==> src/rtl/halt_monitor.sv <==
// Retirement-side halt detector: spots the halt encoding on writeback, drains the
// pipeline for a fixed interval, waits for the store buffer to empty, then raises isHalt.
module halt_monitor #(
    parameter logic [31:0] HALT_INSTR   = 32'h0000_0000,
    parameter int unsigned DRAIN_CYCLES = 4,
    parameter int unsigned COUNT_W      = 32
) (
    input  logic               clk,
    input  logic               reset,
    input  logic               wbValid,
    input  logic [31:0]        wbInstr,
    input  logic [31:0]        wbPc,
    input  logic               storeBufEmpty,
    output logic               isHalt,
    output logic [31:0]        haltPc,
    output logic [COUNT_W-1:0] retiredCount,
    output logic               postHaltRetire
);

    typedef enum logic [1:0] {
        RUN    = 2'd0,
        DRAIN  = 2'd1,
        HALTED = 2'd2
    } state_t;

    localparam logic [7:0] DRAIN_INIT = 8'(DRAIN_CYCLES);

    state_t     state;
    state_t     stateNext;
    logic [7:0] drainCnt;
    logic [7:0] drainCntNext;
    logic       haltRetire;

    // Only the first halt seen in RUN counts; later halt encodings are just stray retirements.
    assign haltRetire = (state == RUN) && wbValid && (wbInstr == HALT_INSTR);

    always_comb begin
        stateNext    = state;
        drainCntNext = drainCnt;
        case (state)
            RUN: begin
                if (haltRetire) begin
                    stateNext    = DRAIN;
                    drainCntNext = DRAIN_INIT;
                end
            end
            DRAIN: begin
                if (drainCnt != 8'd0) begin
                    drainCntNext = drainCnt - 8'd1;
                end else if (storeBufEmpty) begin
                    stateNext = HALTED;
                end
            end
            HALTED: begin
                stateNext = HALTED;
            end
            default: begin
                stateNext = RUN;
            end
        endcase
    end

    // isHalt is registered off the next state so it rises on the same edge HALTED is entered.
    always_ff @(posedge clk or posedge reset) begin
        if (reset) begin
            state          <= RUN;
            drainCnt       <= 8'd0;
            isHalt         <= 1'b0;
            haltPc         <= 32'd0;
            retiredCount   <= '0;
            postHaltRetire <= 1'b0;
        end else begin
            state    <= stateNext;
            drainCnt <= drainCntNext;
            isHalt   <= (stateNext == HALTED);
            if ((state == RUN) && wbValid) begin
                retiredCount <= retiredCount + COUNT_W'(1);
            end
            if (haltRetire) begin
                haltPc <= wbPc;
            end
            if ((state != RUN) && wbValid) begin
                postHaltRetire <= 1'b1;
            end
        end
    end

endmodule

==> config.mk <==
export PLATFORM = sky130hd
export DESIGN_NAME = halt_monitor
export DESIGN_NICKNAME = d
export VERILOG_FILES = /design/src/rtl/halt_monitor.sv
export SDC_FILE = /design/constraint.sdc
export NUM_CORES = 1
export LEC_CHECK = 0
export CAP_MARGIN = 5
export CORE_AREA = 2 2 119 121
export CTS_BUF_LIST = sky130_fd_sc_hd__clkbuf_2 sky130_fd_sc_hd__clkbuf_4 sky130_fd_sc_hd__clkbuf_8
export CTS_CLUSTER_DIAMETER = 30
export CTS_CLUSTER_SIZE = 30
export DETAILED_ROUTE_END_ITERATION = 10
export DIE_AREA = 0 0 121 123
export GPL_ROUTABILITY_DRIVEN = 0
export PLACE_DENSITY = 0.58
export SETUP_SLACK_MARGIN = 0.15
export SYNTH_ARGS = -nofsm -noshare
export SYNTH_HDL_FRONTEND = slang
export SYNTH_SLANG_ARGS = --single-unit
export TNS_END_PERCENT = 100
==> constraint.sdc <==
create_clock -name clk -period 3.2 [get_ports clk]
set_input_delay 0.64 -clock clk [delete_from_list [all_inputs] [get_ports clk]]
set_output_delay 0.64 -clock clk [all_outputs]
set_load 0.03 [all_outputs]
==> metrics.md, run 1 <==
| Metric | Value |
|---|---|
| Status | complete, no violations |
| Syn nets | 348 |
| Placed cells | 587 |
| Worst Clk Skew | 0.0109 ns |
| Fin crit share | 77.9% |
| Met1 GRT Util | 14.2% |
| Critical path class | input port to flop |
| GRT overflow | 0 |
| Final Cell Area | 5180 um^2 |
| Worst EP arrival | 2.77 ns |
| Chip height | 123 um |
| Reg clk slew, reported paths | 0.08 ns |
| Leak | 2.14 nW |
| Fin cells | 603 |
| HP Class | flop to flop |
| Library cells used by synthesis | 39 |
| IO buf count | 133 |
| Post-synthesis sequential area ratio | 56.7% |
| Post-CTS setup buffer count | 0 |
| Flops & latches, synth | 76 |
| Rel. slew slack | 51.6% |
| Area growth syn-to-layout | 54.4% |
| Worst Setup End Kind | flop |
| Initial DRC Count | 163 |
| Final count of hold timing violations | 0 |
| Post-CTS Resized | 0 |
| Synthesized area per cell | 12.1 um^2 |
| CTS Sinks | 76 |
| Slowest CP cell | or4_4 |
| Hold Slack | 0.472 ns |
| Detailed placer's ending HPWL | 6.39 mm |
| WP data required | 3.48 ns |
| Number of global-route vias before repair | 2745 |
| Max Clk Rate | 0.401 GHz |
| YS warnings | 0 |
| CTS tree | done |
| TNS Setup | 0 ns |
| GRT met2 Usage | 20.9% |
| First-pass GRT wire length | 14.0 mm |
| Global routing's busiest layer | met2 |
| CP delay by family, top | simple AND/OR/NAND/NOR gates |
| Max FO, Critical Path | 10 |
| Worst-path cell chain | clkdlybuf4s50_1 -> or3b_1 -> or4_4 -> nor4_1 -> xor2_1 |
| Tot GR Track Use | 12.3% |
| Clock latency on the worst-skew pair | 0.35 ns |
| Starting Density | 24.7% |
| Worst-Margin Slew | 0.720 ns |
| Initial antenna violation count | 0 |
| Endpoints failing setup | 0 |
| Clock buffer count from CTS | 9 |
| Clock Tree Root | clkbuf_8 |
| Met3 Use GR | 4.11% |
| Total Wirelength | 8.59 mm |
| Row count | 43 |
| IO Count | 134 |
| Synth Instances | 277 |
| CP startpoint kind | input port |
| Final max-slew violation count | 0 |
| Clock Path Buffers | 2 |
| Placed Area | 4930 um^2 |
| Cell area after synthesis | 3360 um^2 |
| VDD IR max | 0.163 mV |
| Pre-antenna DRT Iters | 4 |
| Fillers | 1347 |
| Pwr Total | 2.06 mW |
| Die X | 121 um |
| Drt wl/cell | 14.2 um |
| DRC Markers | 0 |
| Share of cells above drive strength 1 | 15.4% |
| Die ar. | 14900 um^2 |
| Final net count | 489 |
| Pwr Density | 398 nW/um^2 |
| Min Tclk post-route | 2.49 ns |
| CP Buf/Inv Count | 1 |
| Area of the core | 13600 um^2 |
| DRT antenna net count | 0 |
| CP peak stage delay | 0.59 ns |
| Vias per inst | 4.48 |
| RSZ-0062 raised after global routing | false |
| Antenna cells | 0 |
| Vias | 2699 |
| Largest net degree at the start of global routing | 45 |
| H-tree depth | 3 |
| Max cap viols | 0 |
| Post-CTS Hold Buffers | 0 |
[state kept, by name (all words and copies together), names as in the netlist]
name and flops:
drainCnt 8, haltPc 32, isHalt 1, postHaltRetire 1, retiredCount 32, state 2
[routing by layer]
metal  share of wire (%)  vias to the layer above
met5                   0                        -
met4                 1.4                        0
met3                 8.0                        8
met2                  51                      106
met1                  40                     1312
li1                    -                     1273
[layout make-up]
| class | count | area, um^2 | share of cell area [%] |
|---|---|---|---|
| clock buffers | 11 | 145 | 2.80 |
| clock inverters | 5 | 108 | 2.08 |
| inverters | 10 | 38.8 | 0.748 |
| multi-input cells | 182 | 1360 | 26.3 |
| flip-flops and latches | 76 | 1900 | 36.7 |
| well taps | 180 | 225 | 4.34 |
| repair buffers | 139 | 1400 | 27.0 |
[synthesized netlist by cell type, drive strengths merged]
| master | n | area, um^2 |
|---|---|---|
| dfrtp | 76 | 1900 |
| mux2 | 32 | 360 |
| xnor2 | 25 | 219 |
| nand2 | 19 | 71.3 |
| nor4 | 16 | 121 |
| nand4 | 14 | 87.6 |
| nand3 | 12 | 60.1 |
| inv | 10 | 37.5 |
| nor2 | 7 | 26.3 |
| o21ai | 7 | 35.0 |
| buf | 6 | 42.5 |
| nor3 | 6 | 40.0 |
| xor2 | 6 | 52.6 |
| a21oi | 5 | 25.0 |
| and4 | 4 | 35.0 |
| and3 | 3 | 18.8 |
| clkbuf | 3 | 11.3 |
| ha | 3 | 37.5 |
| o22ai | 3 | 18.8 |
| or2 | 3 | 18.8 |
| or4 | 3 | 30.0 |
| nor3b | 2 | 15.0 |
| a211oi | 1 | 7.51 |
| a21o | 1 | 7.51 |
| a22oi | 1 | 7.51 |
| a31o | 1 | 8.76 |
| a41oi | 1 | 8.76 |
| nand2b | 1 | 6.26 |
| nor2b | 1 | 6.26 |
| o31ai | 1 | 7.51 |
| o41ai | 1 | 8.76 |
| or2b | 1 | 7.51 |
| or3 | 1 | 6.26 |
| or3b | 1 | 8.76 |
[final timing paths]
| path | depth (start not counted) | start | to | slack [ns] |
|---|---|---|---|---|
| setup / recovery | 5 | wbValid | retiredCount[19]$_DFFE_PP0P_ | 0.71 |
| setup reg to reg | 4 | state[0]$_DFF_PP0_ | retiredCount[19]$_DFFE_PP0P_ | 0.99 |
| hold reg to reg | 1 | retiredCount[31]$_DFFE_PP0P_ | retiredCount[31]$_DFFE_PP0P_ | 0.47 |
| hold / removal | 1 | retiredCount[31]$_DFFE_PP0P_ | retiredCount[31]$_DFFE_PP0P_ | 0.47 |
| min in group asynchronous | 2 | reset | haltPc[4]$_DFFE_PP0P_ | 0.67 |
| max in group asynchronous | 3 | reset | retiredCount[29]$_DFFE_PP0P_ | 1.90 |
[metrics by stage]
stage / utilization, % / setup WS (ns)
floorplan: - / 0.622
detailed placement: 36.2 / 0.333
finish: 38.1 / 0.707
CTS: 38.1 / 0.719
global placement: 36.2 / 0.328
global route: 38.1 / 0.651
[cell usage in the layout, fill, tap and decap left out, drive strengths merged, types with 7 or more instances in the layout]
cell type	count
nor2	7
xnor2	25
o21ai	7
clkbuf	11
clkdlybuf4s50	133
nand3	12
mux2	32
nand2	19
inv	10
dfrtp	76
nand4	14
nor4	16
[report_power, final]
group	switching, mW	leakage [nW]	internal (mW)	total, mW
sequential	0.0121	0.978	0.968	0.980
combinational	0.0610	1.04	0.0961	0.157
clock	0.373	0.128	0.553	0.925
[kinds of logic (layout without fill, tap and decap cells)]
family                     Yosys count  count (layout)  synth area share (%)
DFF                                 76              76                  56.7
AOI/OAI and AO/OA                   22              22                  4.03
buffers and inverters               19             165                  2.72
muxes                               32              32                  10.7
and+or+nand+nor                     94              94                  16.7
adders and majority gates            3               3                  1.12
xor gates and xnor gates            31              31                  8.09
Note: power is estimated with default switching activity, not from simulation.
==> inputs of run 2 (changes only) <==
- clock period: 3.2 -> 2.5 ns (I/O delays scaled with it)
==> run 2 against run 1 <==
  * First-iteration DRC count down 20%
  * Sequential share of layout area fell by 0.062 points
  * Clock skew shrank 0.0020 ns
  * Critical path depth unchanged
  * Setup slack got worse by 0.37 ns
  * Utilization rose by 0.064 points
  * Via count is 0.67% higher
  * Clock-buffer cell count did not move
  * Sequential power is 28% higher
  * Cell count rose by 1.5%
  * Highest routed layer unchanged
==> metrics.md, run 2 (synthesis gave the netlist of run 1 again) <==
| Metric | Value |
|---|---|
| CP peak stage delay | 0.54 ns |
| Critical path class | input port to flop |
| Pre-antenna DRT Iters | 4 |
| Worst EP arrival | 2.45 ns |
| Vias per inst | 4.44 |
| Post-CTS Resized | 0 |
| IO Count | 134 |
| Internal power | 1.84 mW |
| Number of global-route vias before repair | 2766 |
| CTS tree | done |
| Clock Path Buffers | 2 |
| Max Clk Rate | 0.462 GHz |
| Final max-slew violation count | 0 |
| DRT antenna net count | 0 |
| CP delay by family, top | simple AND/OR/NAND/NOR gates |
| Hold Slack | 0.474 ns |
| Max cap viols | 0 |
| Worst-Margin Slew | 0.703 ns |
| Worst Setup End Kind | flop |
| Power share of the clock group | 39.0% |
| Starting Density | 24.7% |
| Fin crit share | 86.6% |
| Max FO, Critical Path | 3 |
| Area of the core | 13600 um^2 |
| Clock Tree Root | clkbuf_8 |
| Status | complete, no violations |
| Vias | 2717 |
| Min Tclk post-route | 2.17 ns |
| Clock buffer count from CTS | 9 |
| Initial antenna violation count | 0 |
| Psw | 0.545 mW |
| Final count of hold timing violations | 0 |
| DRC Markers | 0 |
| Leading cell type in the layout, fill and taps excluded | clkdlybuf4s50_1 |
| First-pass GRT wire length | 13.7 mm |
| Final net count | 498 |
| Leak | 2.16 nW |
| CP startpoint kind | input port |
| RSZ-0062 raised after global routing | false |
| GRT overflow | 0 |
| Slowest CP cell | or4_4 |
| CP Buf/Inv Count | 1 |
| Top flop regs | haltPc (32), retiredCount (32), drainCnt (8) |
| Pwr Total | 2.39 mW |
| Share of cells above drive strength 1 | 17.1% |
| Reg clk slew, reported paths | 0.08 ns |
| Antenna cells | 0 |
| Post-CTS Hold Buffers | 0 |
| Clock latency on the worst-skew pair | 0.36 ns |
| Area growth syn-to-layout | 54.7% |
| H-tree depth | 3 |
| Tot GR Track Use | 11.8% |
| TNS Setup | 0 ns |
| Endpoints failing setup | 0 |
| Initial DRC Count | 131 |
| VDD IR max | 0.227 mV |
| Post-CTS setup buffer count | 0 |
| Rel. slew slack | 52.7% |
| Largest net degree at the start of global routing | 33 |
| IO buf count | 133 |
| Worst Clk Skew | 0.00884 ns |
| Worst-path cell chain | clkdlybuf4s50_1 -> or3b_1 -> or4_4 -> nor4_1 -> xor2_1 |
| Commonest cells after routing, fill and taps aside | clkdlybuf4s50_1 (133), dfrtp_1 (76), mux2_2 (32), xnor2_1 (25), nand2_1 (19) |
| Detailed placer's ending HPWL | 6.52 mm |
| Chip height | 123 um |
| WP data required | 2.79 ns |
| HP Class | flop to flop |
| Total Wirelength | 8.47 mm |
| Die X | 121 um |
| Flop pwr share | 52.5% |
| Pwr Density | 460 nW/um^2 |
| Switch share | 22.8% |
| Die ar. | 14900 um^2 |
| CTS Sinks | 76 |
| Logic gate share of total power | 8.5% |
| Row count | 43 |
| Drt wl/cell | 13.8 um |
| R2r setup slk | 0.46 ns |
[run 2: changes by cell type in the layout (fill, tap and decap cells not counted)]
cell and change:
buf_4 +9, clkinvlp_4 +2, inv_6 -1, clkbuf_4 +1, clkinv_4 -1, clkbuf_8 -1, clkinv_2 +2, bufinv_16 -2
[run 2: worst paths after layout]
| kind | start | end | depth (start not counted) |
|---|---|---|---|
| max | wbValid | retiredCount[19]$_DFFE_PP0P_ | 5 |
| min reg2reg | retiredCount[31]$_DFFE_PP0P_ | retiredCount[31]$_DFFE_PP0P_ | 1 |
| min in group asynchronous | reset | retiredCount[0]$_DFFE_PP0P_ | 2 |
| max in group asynchronous | reset | retiredCount[28]$_DFFE_PP0P_ | 3 |
| max reg2reg | state[0]$_DFF_PP0_ | retiredCount[19]$_DFFE_PP0P_ | 4 |
| min | retiredCount[31]$_DFFE_PP0P_ | retiredCount[31]$_DFFE_PP0P_ | 1 |
[run 2: metal layers]
metal	global-route usage, %	up-vias	part of all wire, %	routed length, um
met4	4.58	0	1.3	110
met5	0	-	0	0
met3	4.75	8	7.7	653
met2	19.3	91	50	4230
met1	14.0	1324	41	3480
li1	-	1294	-	-
[run 2: power groups by stage]
stage	sequential [mW]	clock [mW]	combinational, mW
after floorplan	1.30	0	0.0356
after global placement	1.28	0	0.206
after detailed placement	1.28	0	0.208
after CTS	1.25	0.976	0.209
after global routing	1.26	1.04	0.221
final	1.25	0.930	0.204
[run 2: cell type report]
type | instances | area (um^2)
inverter | 10 | 41.3
clock buffer | 11 | 139
multi-input combinational | 182 | 1360
timing repair buffer | 148 | 1470
clock inverter | 5 | 52.6
sequential | 76 | 1900
fill | 1364 | 8420
tap | 180 | 225
[run 2: per-stage QoR]
step | setup slack, ns | instances | cell area (um^2) | util (%)
2_1_floorplan | 0.400 | 277 | 3360 | -
3_3_place_gp | -0.0273 | 596 | 5000 | 36.7
3_5_place_dp | -0.0612 | 596 | 5000 | 36.7
4_1_cts | 0.333 | 612 | 5190 | 38.1
5_1_grt | 0.244 | 612 | 5190 | 38.1
6_report | 0.334 | 612 | 5190 | 38.1
